==> src/rtl/resp_serializer_pkg.sv <==
// Shared types and constants for the response serializer.
package resp_serializer_pkg;

  // Serializer FSM states
  typedef enum logic [2:0] {
    IDLE    = 3'd0,
    HDR_OP  = 3'd1,
    HDR_RSV = 3'd2,
    HDR_LSB = 3'd3,
    HDR_MSB = 3'd4,
    PAYLOAD = 3'd5
  } ser_state_t;

  // Header length in bytes: opcode, reserved, len LSB, len MSB
  localparam int unsigned HDR_BYTES = 4;

  // Opcodes shared with the request parser
  localparam logic [7:0] OP_ECHO = 8'h01;
  localparam logic [7:0] OP_ADD  = 8'h02;
  localparam logic [7:0] OP_MUL  = 8'h03;
  localparam logic [7:0] OP_DIV  = 8'h04;

endpackage

==> src/rtl/resp_serializer_cnt.sv <==
// Up/down counter with synchronous clear; used as the payload byte index.
module resp_serializer_cnt #(
  parameter int unsigned WIDTH_P = 3
) (
  input  logic               clk,
  input  logic               rst,
  input  logic               clear_i,
  input  logic               up_i,
  input  logic               down_i,
  output logic [WIDTH_P-1:0] count_o
);

  logic [WIDTH_P-1:0] count_q;

  // Clear has priority over counting
  always_ff @(posedge clk) begin
    if (rst || clear_i) begin
      count_q <= '0;
    end else if (up_i && !down_i) begin
      count_q <= count_q + WIDTH_P'(1);
    end else if (down_i && !up_i) begin
      count_q <= count_q - WIDTH_P'(1);
    end
  end

  assign count_o = count_q;

endmodule

==> src/rtl/resp_serializer.sv <==
// Latches one result and streams it as a response packet (header + payload
// LSB-first) on a byte-wide valid/ready interface.
module resp_serializer
  import resp_serializer_pkg::*;
#(
  parameter int unsigned MAX_BYTES_P = 8,
  parameter bit          HEADER_EN_P = 1'b1
) (
  input  logic                     clk,
  input  logic                     rst,
  input  logic [7:0]               opcode_i,
  input  logic [8*MAX_BYTES_P-1:0] result_i,
  input  logic [3:0]               nbytes_i,
  input  logic                     result_valid_i,
  output logic                     result_ready_o,
  output logic [7:0]               data_o,
  output logic                     valid_o,
  input  logic                     ready_i
);

  localparam int unsigned RES_W = 8 * MAX_BYTES_P;
  localparam int unsigned IDX_W = (MAX_BYTES_P > 1) ? $clog2(MAX_BYTES_P) : 1;
  localparam int unsigned NB_W  = $clog2(MAX_BYTES_P + 1);

  ser_state_t       state_q;
  logic [RES_W-1:0] result_q;
  logic [NB_W-1:0]  n_q;
  logic [7:0]       data_q;
  logic             valid_q;

  logic [IDX_W-1:0] idx;
  logic [IDX_W-1:0] sel_idx;
  logic [7:0]       sel_byte;
  logic [NB_W-1:0]  n_d;
  logic [15:0]      len_d;
  logic             accept;
  logic             xfer;
  logic             last_byte;

  // Handshake decode and clamped payload length
  always_comb begin
    accept    = result_valid_i && (state_q == IDLE);
    xfer      = valid_q && ready_i;
    n_d       = (32'(nbytes_i) > MAX_BYTES_P) ? NB_W'(MAX_BYTES_P) : NB_W'(nbytes_i);
    len_d     = 16'(HDR_BYTES + 32'(n_q));
    last_byte = (NB_W'(idx) == (n_q - NB_W'(1)));
  end

  // Payload index: cleared on accept, advances on each non-final payload byte
  resp_serializer_cnt #(
    .WIDTH_P (IDX_W)
  ) u_idx_cnt (
    .clk     (clk),
    .rst     (rst),
    .clear_i (accept),
    .up_i    (xfer && (state_q == PAYLOAD) && !last_byte),
    .down_i  (1'b0),
    .count_o (idx)
  );

  // Next payload byte to present: byte 0 leaving the header, idx+1 inside payload
  always_comb begin
    sel_idx  = (state_q == PAYLOAD) ? IDX_W'(idx + IDX_W'(1)) : '0;
    sel_byte = 8'h00;
    for (int unsigned k = 0; k < MAX_BYTES_P; k++) begin
      if (32'(sel_idx) == k) begin
        sel_byte = result_q[8*k +: 8];
      end
    end
  end

  // Packet FSM; data_q always holds the byte currently offered downstream
  always_ff @(posedge clk) begin
    if (rst) begin
      state_q  <= IDLE;
      result_q <= '0;
      n_q      <= '0;
      data_q   <= 8'h00;
      valid_q  <= 1'b0;
    end else begin
      case (state_q)
        IDLE: begin
          if (accept) begin
            result_q <= result_i;
            n_q      <= n_d;
            if (HEADER_EN_P) begin
              state_q <= HDR_OP;
              data_q  <= opcode_i;
              valid_q <= 1'b1;
            end else if (n_d != '0) begin
              state_q <= PAYLOAD;
              data_q  <= result_i[7:0];
              valid_q <= 1'b1;
            end
          end
        end
        HDR_OP: begin
          if (xfer) begin
            state_q <= HDR_RSV;
            data_q  <= 8'h00;
          end
        end
        HDR_RSV: begin
          if (xfer) begin
            state_q <= HDR_LSB;
            data_q  <= len_d[7:0];
          end
        end
        HDR_LSB: begin
          if (xfer) begin
            state_q <= HDR_MSB;
            data_q  <= len_d[15:8];
          end
        end
        HDR_MSB: begin
          if (xfer) begin
            if (n_q != '0) begin
              state_q <= PAYLOAD;
              data_q  <= sel_byte;
            end else begin
              state_q <= IDLE;
              valid_q <= 1'b0;
            end
          end
        end
        PAYLOAD: begin
          if (xfer) begin
            if (last_byte) begin
              state_q <= IDLE;
              valid_q <= 1'b0;
            end else begin
              data_q <= sel_byte;
            end
          end
        end
        default: begin
          state_q <= IDLE;
          valid_q <= 1'b0;
        end
      endcase
    end
  end

  assign result_ready_o = (state_q == IDLE);
  assign data_o         = data_q;
  assign valid_o        = valid_q;

endmodule

==> config.mk <==
export PLATFORM = sky130hd
export DESIGN_NAME = resp_serializer
export DESIGN_NICKNAME = d
export VERILOG_FILES = /design/src/rtl/resp_serializer_pkg.sv /design/src/rtl/resp_serializer_cnt.sv /design/src/rtl/resp_serializer.sv
export SDC_FILE = /design/constraint.sdc
export NUM_CORES = 1
export LEC_CHECK = 0
export CORE_MARGIN = 2
export CORE_UTILIZATION = 28
export DETAILED_ROUTE_END_ITERATION = 7
export SLEW_MARGIN = 20
export SYNTH_ARGS = -nofsm -noshare
export SYNTH_HDL_FRONTEND = slang
export SYNTH_SLANG_ARGS = --single-unit
==> constraint.sdc <==
create_clock -name clk -period 4.6 [get_ports clk]
set_input_delay 0.69 -clock clk [delete_from_list [all_inputs] [get_ports clk]]
set_output_delay 0.69 -clock clk [all_outputs]
set_load 0.01 [all_outputs]
==> results of run 1 <==
metrics by stage:
stage                     hold WS (ps)  setup slack, ps  std cells  cell area [um^2]
after global routing               472             1710        804              5470
after CTS                          452             1820        804              5460
final                              454             1770        804              5470
after global placement             440             1920        788              5150
after detailed placement           444             1950        788              5150
after floorplan                    431             2600        554              4170
kinds of logic after synthesis:
family	count (synthesis)
buffers and inverters	55
AND/OR/NAND/NOR	230
adder cells (fa/ha/maj)	5
XOR/XNOR	6
AO/OA/AOI/OAI	167
flip-flops	83
multiplexers	8
per-layer routing:
layer / GRT usage, % / up-vias / wire length [um]
li1: - / 2062 / -
met1: 20.8 / 1937 / 5780
met2: 26.6 / 110 / 6100
met3: 2.93 / 14 / 580
met4: 4.52 / 0 / 151
met5: 0 / - / 0
synth_stat cells, drive strengths merged (4+ instances only):
| master | count | area, um^2 |
|---|---|---|
| ha | 5 | 62.6 |
| a31oi | 5 | 31.3 |
| o32ai | 7 | 61.3 |
| a21oi | 102 | 510 |
| xor2 | 5 | 43.8 |
| clkbuf | 29 | 110 |
| nand3 | 9 | 45.0 |
| a311oi | 4 | 41.3 |
| nand4 | 6 | 37.5 |
| inv | 9 | 33.8 |
| nor2 | 20 | 77.6 |
| buf | 16 | 72.6 |
| o211ai | 6 | 45.0 |
| o221ai | 7 | 61.3 |
| nor2b | 6 | 37.5 |
| dfxtp | 83 | 1660 |
| a211oi | 4 | 35.0 |
| nand3b | 4 | 33.8 |
| nand2 | 153 | 574 |
| nand2b | 7 | 43.8 |
| mux4 | 5 | 113 |
| o21ai | 13 | 65.1 |
| nor4 | 4 | 25.0 |
| nor3 | 9 | 45.0 |
worst max-delay path, cell delays in order (launching register included):
cell	delay (ps)
sky130_fd_sc_hd__dfxtp_1	550
sky130_fd_sc_hd__nor3_1	610
sky130_fd_sc_hd__clkdlybuf4s50_1	650
power groups by stage:
stage                     registers (uW)  clock network, uW  logic (uW)
after floorplan                      800                  0         152
after global placement               811                  0         268
after detailed placement             813                  0         272
after CTS                            797                744         273
after global routing                 803                778         300
final                                797                730         271
area by class of cell:
cell class / instances / area, um^2 / area share, %
clock buffer: 12 / 256 / 4.69
timing repair buffer: 95 / 931 / 17.0
clock inverter: 4 / 48.8 / 0.893
sequential: 83 / 1660 / 30.4
tap: 184 / 230 / 4.21
inverter: 10 / 37.5 / 0.687
multi-input combinational: 416 / 2300 / 42.1
worst max-delay path by stage:
stage                     end  slack (ps)  depth (start not counted)
2_1_floorplan       data_o[7]        2600                          7
3_3_place_gp          valid_o        1920                          4
3_5_place_dp        data_o[6]        1950                          6
4_1_cts        result_ready_o        1820                          2
5_1_grt        result_ready_o        1710                          2
6_report       result_ready_o        1770                          2
state kept, by name, indices dropped and copies added (netlist names):
signal and count:
n_q 4, state_q 3, data_o 8, result_q 64
u_idx_cnt.count_o 3, valid_o 1
==> results.yml, run 1 <==
routing:
  drc: 0
  wl_per_cell_um: 15.7
  route.final.wire_length_mm: 12.6
  detail_route.first_pass.iterations: 7
  vias: 4123
  detail-route-antenna-nets: 0
  detail_route.vias_per_cell: 5.13
  drt_iter0_drc: 269
clock_tree:
  cts_hold_buffers: 0
  ctsRootBufferMaster: "sky130_fd_sc_hd__clkbuf_16"
  clk_transition_reported_paths_ps: 60
  post_cts_sizing: 0
  tritoncts: "built"
  post-cts-setup-buffer-count: 0
  clock_latency_ps: 340
  cts_buffers: 9
  clock_tree.buffer_depth: 2
  clock_sinks: 83
  clock_tree.htree_level_count: 3
floorplan:
  die_x_um: 126
  initial_utilization_pct: 28.7
  rows: 44
  top_level_ports: 90
  die_area_mm2: 0.0159
  core-area_mm2: 0.0145
  die-height_um: 126
timing:
  skew_ps: 7.34
  rsz0062_at_grt: "no"
  max_freq_mhz: 353
  layout_worst_path_cycle_share_pct: 61.5
  timing_max_transition_violations_final: 0
  finalSetupViolations: 0
  relSlewSlack_pct: 33.8
  setup-tns-final_ps: 0
  min_period_ps: 2830
  hold_violations: 0
  worst-slew-pin-transition_ps: 989
critical_path:
  critPathLaunch: "state_q[0]"
  setup.worst_path.class: "flop to output pin"
  worst-endpoint-arrival_ps: 2140
  worst_reg2reg_path_depth: 5
  worst_r2r_endpoint: "data_o[6]"
  critical_path_source_type: "flop"
  timing.critical_path.required_ps: 3910
  worstSetupEndpointType: "output pin"
  startpoint_of_the_worst_slack_reg_to_reg_timing_path: "state_q[0]"
  reg2reg_slack_ps: 2030
  critPathMaxFanout: 22
yosys:
  primary_ff_master_synth: "sky130_fd_sc_hd__dfxtp_1"
  number_of_synthesized_flops_with_an_enable_pin: 0
  post_synth_mux_area_share_pct: 3.42
  synth_cell_type_count: 53
  postSynthAreaPerCell_um2: 7.53
  mappedNetlistNets: 639
  synthesis.area_mm2: 0.00417
  yosysSeqAreaShare_pct: 39.8
  ys_async_sr_fraction_pct: 0
  synthesis.instances: 554
  area_fraction_in_and_or_nand_and_nor_cells_after_synthesis_pct: 24.3
  synth-adder-area-share_pct: 1.50
  synth_compound_gate_area_share_pct: 24.4
  post_synth_xor_area_fraction_pct: 1.26
  dominant_combinational_cell_family_by_area_after_synthesis: "compound AO/OA/AOI/OAI gates"
  postSynthRegisterBits: 83
  synth.yosys.warnings: 0
global_route:
  grt_pass1_wl_mm: 20.3
  track_usage_pct: 15.8
  first_global_vias: 3945
  grt_max_degree: 71
  gr-total-overflow: 0
  grt_antenna_before_repair: 0
final_layout:
  layout.cells.most_common: "sky130_fd_sc_hd__nand2_1"
  layout_common_cells: "152 x sky130_fd_sc_hd__nand2_1, 102 x sky130_fd_sc_hd__a21oi_1, 88 x sky130_fd_sc_hd__clkdlybuf4s50_1"
  area_delta_synth_final_pct: 31.1
  final.fill_count: 1569
  postLayoutCoreUtil_pct: 37.6
  layout-drive-gt1-share_pct: 6.61
  num_antenna_cells: 0
  finalNetCount: 700
power:
  internal_power_uw: 1350
  vdd_drop_max_mv: 0.182
  switching_share_pct: 24.9
  static_leakage_uw: 0.00188
  p_comb_share_pct: 15.1
  sequentialPowerShare_pct: 44.3
  fin_total_pwr_uw: 1800
  p_per_area_mw_per_mm2: 329
  p_switching_uw: 448
  power.clock.fraction_pct: 40.6
hold_path:
  worst_hold_startpoint: "result_q[2]"
  holdPathStages: 2
  hold_path_class: "flop to flop"
  worst_hold_path.endpoint: "result_q[2]"
placement:
  io_buffers: 89
  place_hpwl_mm: 9.16
  routabilityCongestion: 0.883
run_status:
  run_status: "finished, final reports clean"
flow_run:
  maxCapViolations: 0
(Power assumes the default switching activity.)
==> inputs of run 2 (changes only) <==
- clock period: 4.6 -> 2.8 ns (I/O delays scaled with it)
==> results.yml, run 2 (synthesized netlist as in run 1, its figures left out) <==
run_status:
  run_status: "finished, final reports clean"
final_layout:
  num_antenna_cells: 0
  area.sequential_mm2: 0.00166
  largest_reg_flops: 64
  layout-drive-gt1-share_pct: 7.95
  post_layout_nonfiller_instances: 813
  largest-register: "result_q"
  postLayoutCoreUtil_pct: 37.9
  finalNetCount: 709
  area_delta_synth_final_pct: 32.1
  final.fill_count: 1559
  layout_common_cells: "152 x sky130_fd_sc_hd__nand2_1, 102 x sky130_fd_sc_hd__a21oi_1, 88 x sky130_fd_sc_hd__clkdlybuf4s50_1"
  layout.cells.most_common: "sky130_fd_sc_hd__nand2_1"
  area_used_by_multi_input_combinational_logic_mm2: 0.00229
routing:
  detail-route-antenna-nets: 0
  route.final.wire_length_mm: 13.0
  drc: 0
  detail_route.first_pass.iterations: 5
  detail_route.vias_per_cell: 5.19
  vias: 4218
  wl_per_cell_um: 16.0
  drt_iter0_drc: 424
timing:
  worst_slack_ps: 318
  hold_violations: 0
  rsz0062_at_grt: "no"
  finalSetupViolations: 0
  relSlewSlack_pct: 52.7
  min_period_ps: 2480
  max_freq_mhz: 403
  timing_max_transition_violations_final: 0
  setup-tns-final_ps: 0
  skew_ps: 6.85
  worst-slew-pin-transition_ps: 709
  layout_worst_path_cycle_share_pct: 88.6
floorplan:
  die-height_um: 126
  die_area_mm2: 0.0159
  initial_utilization_pct: 28.7
  core-area_mm2: 0.0145
  die_x_um: 126
  top_level_ports: 90
  rows: 44
critical_path:
  critical_path_source_type: "flop"
  critical_path.slowest_cell: "sky130_fd_sc_hd__clkdlybuf4s50_1"
  setup.worst_path.class: "flop to output pin"
  crit_path_cell_trace: "nor3_1, clkdlybuf4s50_1"
  timing.critical_path.required_ps: 2380
  worst-endpoint-arrival_ps: 2060
  worstSetupEndpointType: "output pin"
  critPathMaxFanout: 21
  critical_path.max_stage_delay_ps: 650
  reg2reg_slack_ps: 490
placement:
  place_hpwl_mm: 9.72
  pre_cts_ws_ps: 524
  routabilityCongestion: 0.852
  io_buffers: 89
  dp_cells: 797
clock_tree:
  cts_buffers: 9
  clock_tree.buffer_depth: 2
  post_cts_sizing: 0
  clock_sinks: 83
  ctsRootBufferMaster: "sky130_fd_sc_hd__clkbuf_16"
  clock_tree.htree_level_count: 3
  tritoncts: "built"
  clock_latency_ps: 340
  clk_transition_reported_paths_ps: 60
  cts_hold_buffers: 0
  post-cts-setup-buffer-count: 0
global_route:
  grt_pass1_wl_mm: 21.3
  gr-total-overflow: 0
  first_global_vias: 4153
  grt_max_degree: 71
  grt_antenna_before_repair: 0
  track_usage_pct: 16.7
power:
  static_leakage_uw: 0.00190
  p_per_area_mw_per_mm2: 520
  vdd_drop_max_mv: 0.360
flow_run:
  maxCapViolations: 0
hold_path:
  hold_path_class: "primary input to flop"
==> run 2: worst max-delay path: cells and delay by family, from the launching register on <==
family / cells / cell delay, ps
flops: 1 / 530
simple gates: 1 / 550
buf+inv: 1 / 650
==> run 2: path summary, 6_finish.rpt <==
| kind | start | to | cells after the start |
|---|---|---|---|
| worst max register to register | state_q[2] | data_o[1] | 5 |
| worst min-delay path | rst | result_q[24] | 2 |
| worst min register to register | result_q[33] | result_q[33] | 2 |
| worst max-delay path | state_q[2] | result_ready_o | 2 |
==> run 2: layout make-up <==
type,count,share of cell area [%]
clock buffer,9,4.09
tap,184,4.18
multi-input combinational,416,41.6
sequential,83,30.2
inverter,10,0.681
clock inverter,7,0.954
timing repair buffer,104,18.3
==> run 2: where the power goes <==
part | internal [uW] | switching, uW | total [uW]
clock | 603 | 493 | 1100
sequential | 1250 | 50.4 | 1310
combinational | 232 | 230 | 462
total | 2090 | 773 | 2860
==> run 2: metrics by stage <==
stage,power [uW],cell area (um^2),hold slack [ps]
2_1_floorplan,1560,4170,431
3_3_place_gp,1790,5230,442
3_5_place_dp,1790,5230,445
4_1_cts,2890,5510,419
5_1_grt,2990,5510,424
6_report,2860,5510,434
==> run 2: routing by layer <==
metal / global-route usage [%] / part of all wire [%]
met5: 0 / 0
met1: 22.8 / 45
met2: 26.4 / 45
met3: 3.06 / 6.9
met4: 6.27 / 2.2
==> inputs of run 3 (changes only) <==
- CORE_MARGIN: 2 -> default
- PLACE_DENSITY: default -> 0.6
==> results.yml, run 3 (synthesized netlist as in run 1, its figures left out) <==
global_route:
  gr-total-overflow: 0
  grt_antenna_before_repair: 0
  grt_pass1_wl_mm: 20.4
  grt_max_degree: 71
  first_global_vias: 3998
  track_usage_pct: 17.4
critical_path:
  cpLargestDelayFamily: "buffers and inverters"
  critical_path.slowest_cell: "sky130_fd_sc_hd__clkdlybuf4s50_1"
  critical_path_source_type: "flop"
  critical_path.max_stage_delay_ps: 640
  critical_path_buf_inv_count: 2
  setup.worst_path.class: "flop to output pin"
  worstSetupEndpointType: "output pin"
  timing.critical_path.required_ps: 2380
  worst-endpoint-arrival_ps: 2130
  crit_path_cell_trace: "buf_4, nor3_1, clkdlybuf4s50_1"
  critPathMaxFanout: 17
final_layout:
  layout.cells.most_common: "sky130_fd_sc_hd__nand2_1"
  final.fill_count: 1541
  layout_common_cells: "152 x sky130_fd_sc_hd__nand2_1, 102 x sky130_fd_sc_hd__a21oi_1, 88 x sky130_fd_sc_hd__clkdlybuf4s50_1"
  num_antenna_cells: 0
  layout-drive-gt1-share_pct: 8.25
  area.sequential_mm2: 0.00166
  area_used_by_multi_input_combinational_logic_mm2: 0.00230
  finalNetCount: 710
  area_delta_synth_final_pct: 33.9
  largest_reg_flops: 64
  largest-register: "result_q"
power:
  fin_total_pwr_uw: 3100
  static_leakage_uw: 0.00195
  internal_power_uw: 2320
  switching_share_pct: 25.1
  power.clock.fraction_pct: 42.9
  sequentialPowerShare_pct: 42.2
  p_switching_uw: 778
  vdd_drop_max_mv: 0.261
  p_comb_share_pct: 14.9
  p_per_area_mw_per_mm2: 555
clock_tree:
  clk_transition_reported_paths_ps: 60
  clock_sinks: 83
  tritoncts: "built"
  post-cts-setup-buffer-count: 0
  clock_tree.buffer_depth: 2
  cts_hold_buffers: 0
  clock_tree.htree_level_count: 3
  cts_buffers: 9
  ctsRootBufferMaster: "sky130_fd_sc_hd__clkbuf_16"
  post_cts_sizing: 0
  clock_latency_ps: 340
timing:
  min_period_ps: 2550
  max_freq_mhz: 393
  finalSetupViolations: 0
  skew_ps: 5.55
  hold_violations: 0
  layout_worst_path_cycle_share_pct: 90.9
  worst-slew-pin-transition_ps: 741
  timing_max_transition_violations_final: 0
  setup-tns-final_ps: 0
  relSlewSlack_pct: 50.4
  rsz0062_at_grt: "no"
routing:
  route.final.wire_length_mm: 13.0
  detail-route-antenna-nets: 0
  wl_per_cell_um: 16.0
  detail_route.vias_per_cell: 5.17
  drt_iter0_drc: 475
  drc: 0
  detail_route.first_pass.iterations: 7
  vias: 4208
floorplan:
  die_x_um: 124
  initial_utilization_pct: 28.7
  die_area_mm2: 0.0154
  core-area_mm2: 0.0145
  top_level_ports: 90
  die-height_um: 124
  rows: 44
run_status:
  run_status: "finished, final reports clean"
placement:
  place_hpwl_mm: 9.57
  routabilityCongestion: 0.912
  io_buffers: 89
hold_path:
  hold_path_class: "flop to flop"
flow_run:
  maxCapViolations: 0
-- run 3: area by class of cell --
class | count | area share, %
inverter | 10 | 0.672
clock buffer | 11 | 4.53
tap | 184 | 4.12
multi-input combinational | 416 | 41.2
timing repair buffer | 105 | 18.2
sequential | 83 | 29.7
clock inverter | 5 | 1.52
-- run 3: worst reg2reg max path, cell delays in order, from the launching register on --
cell and delay, ps:
sky130_fd_sc_hd__dfxtp_1 410, sky130_fd_sc_hd__inv_1 140, sky130_fd_sc_hd__ha_1 230, sky130_fd_sc_hd__xor2_1 170
sky130_fd_sc_hd__or4b_4 510, sky130_fd_sc_hd__a211oi_2 290, sky130_fd_sc_hd__nor2_2 150, sky130_fd_sc_hd__a311oi_2 250
-- run 3: worst paths after layout --
kind / startpoint / endpoint / slack [ps] / cells after the start
max: state_q[2] / result_ready_o / 250 / 3
min: result_q[48] / result_q[48] / 450 / 2
max reg2reg: n_q[0] / data_o[7] / 570 / 7
min reg2reg: result_q[48] / result_q[48] / 450 / 2
-- run 3: per-layer routing --
layer | part of all wire [%] | up-vias | routed length [um] | global-route usage (%)
met5 | 0 | - | 0 | 0
li1 | - | 2088 | - | -
met4 | 1.6 | 0 | 203 | 5.73
met3 | 6.5 | 11 | 842 | 4.12
met2 | 47 | 134 | 6070 | 27.9
met1 | 45 | 1975 | 5880 | 22.8
-- run 3: stage by stage --
step                area (um^2)  utilization (%)  hold WS [ps]  setup WS [ps]  cells
global placement           5240             36.1           441            500    798
finish                     5590             38.4           453            254    814
detailed placement         5240             36.1           450            399    798
floorplan                  4170                -           431            803    554
global route               5590             38.4           473            162    814
CTS                        5580             38.4           459            321    814
-- run 3: power groups by stage --
stage	clock network [uW]	registers [uW]	logic, uW
after global placement	0	1330	456
after floorplan	0	1310	249
after detailed placement	0	1330	461
final	1330	1310	462
after CTS	1340	1310	463
after global routing	1390	1310	508
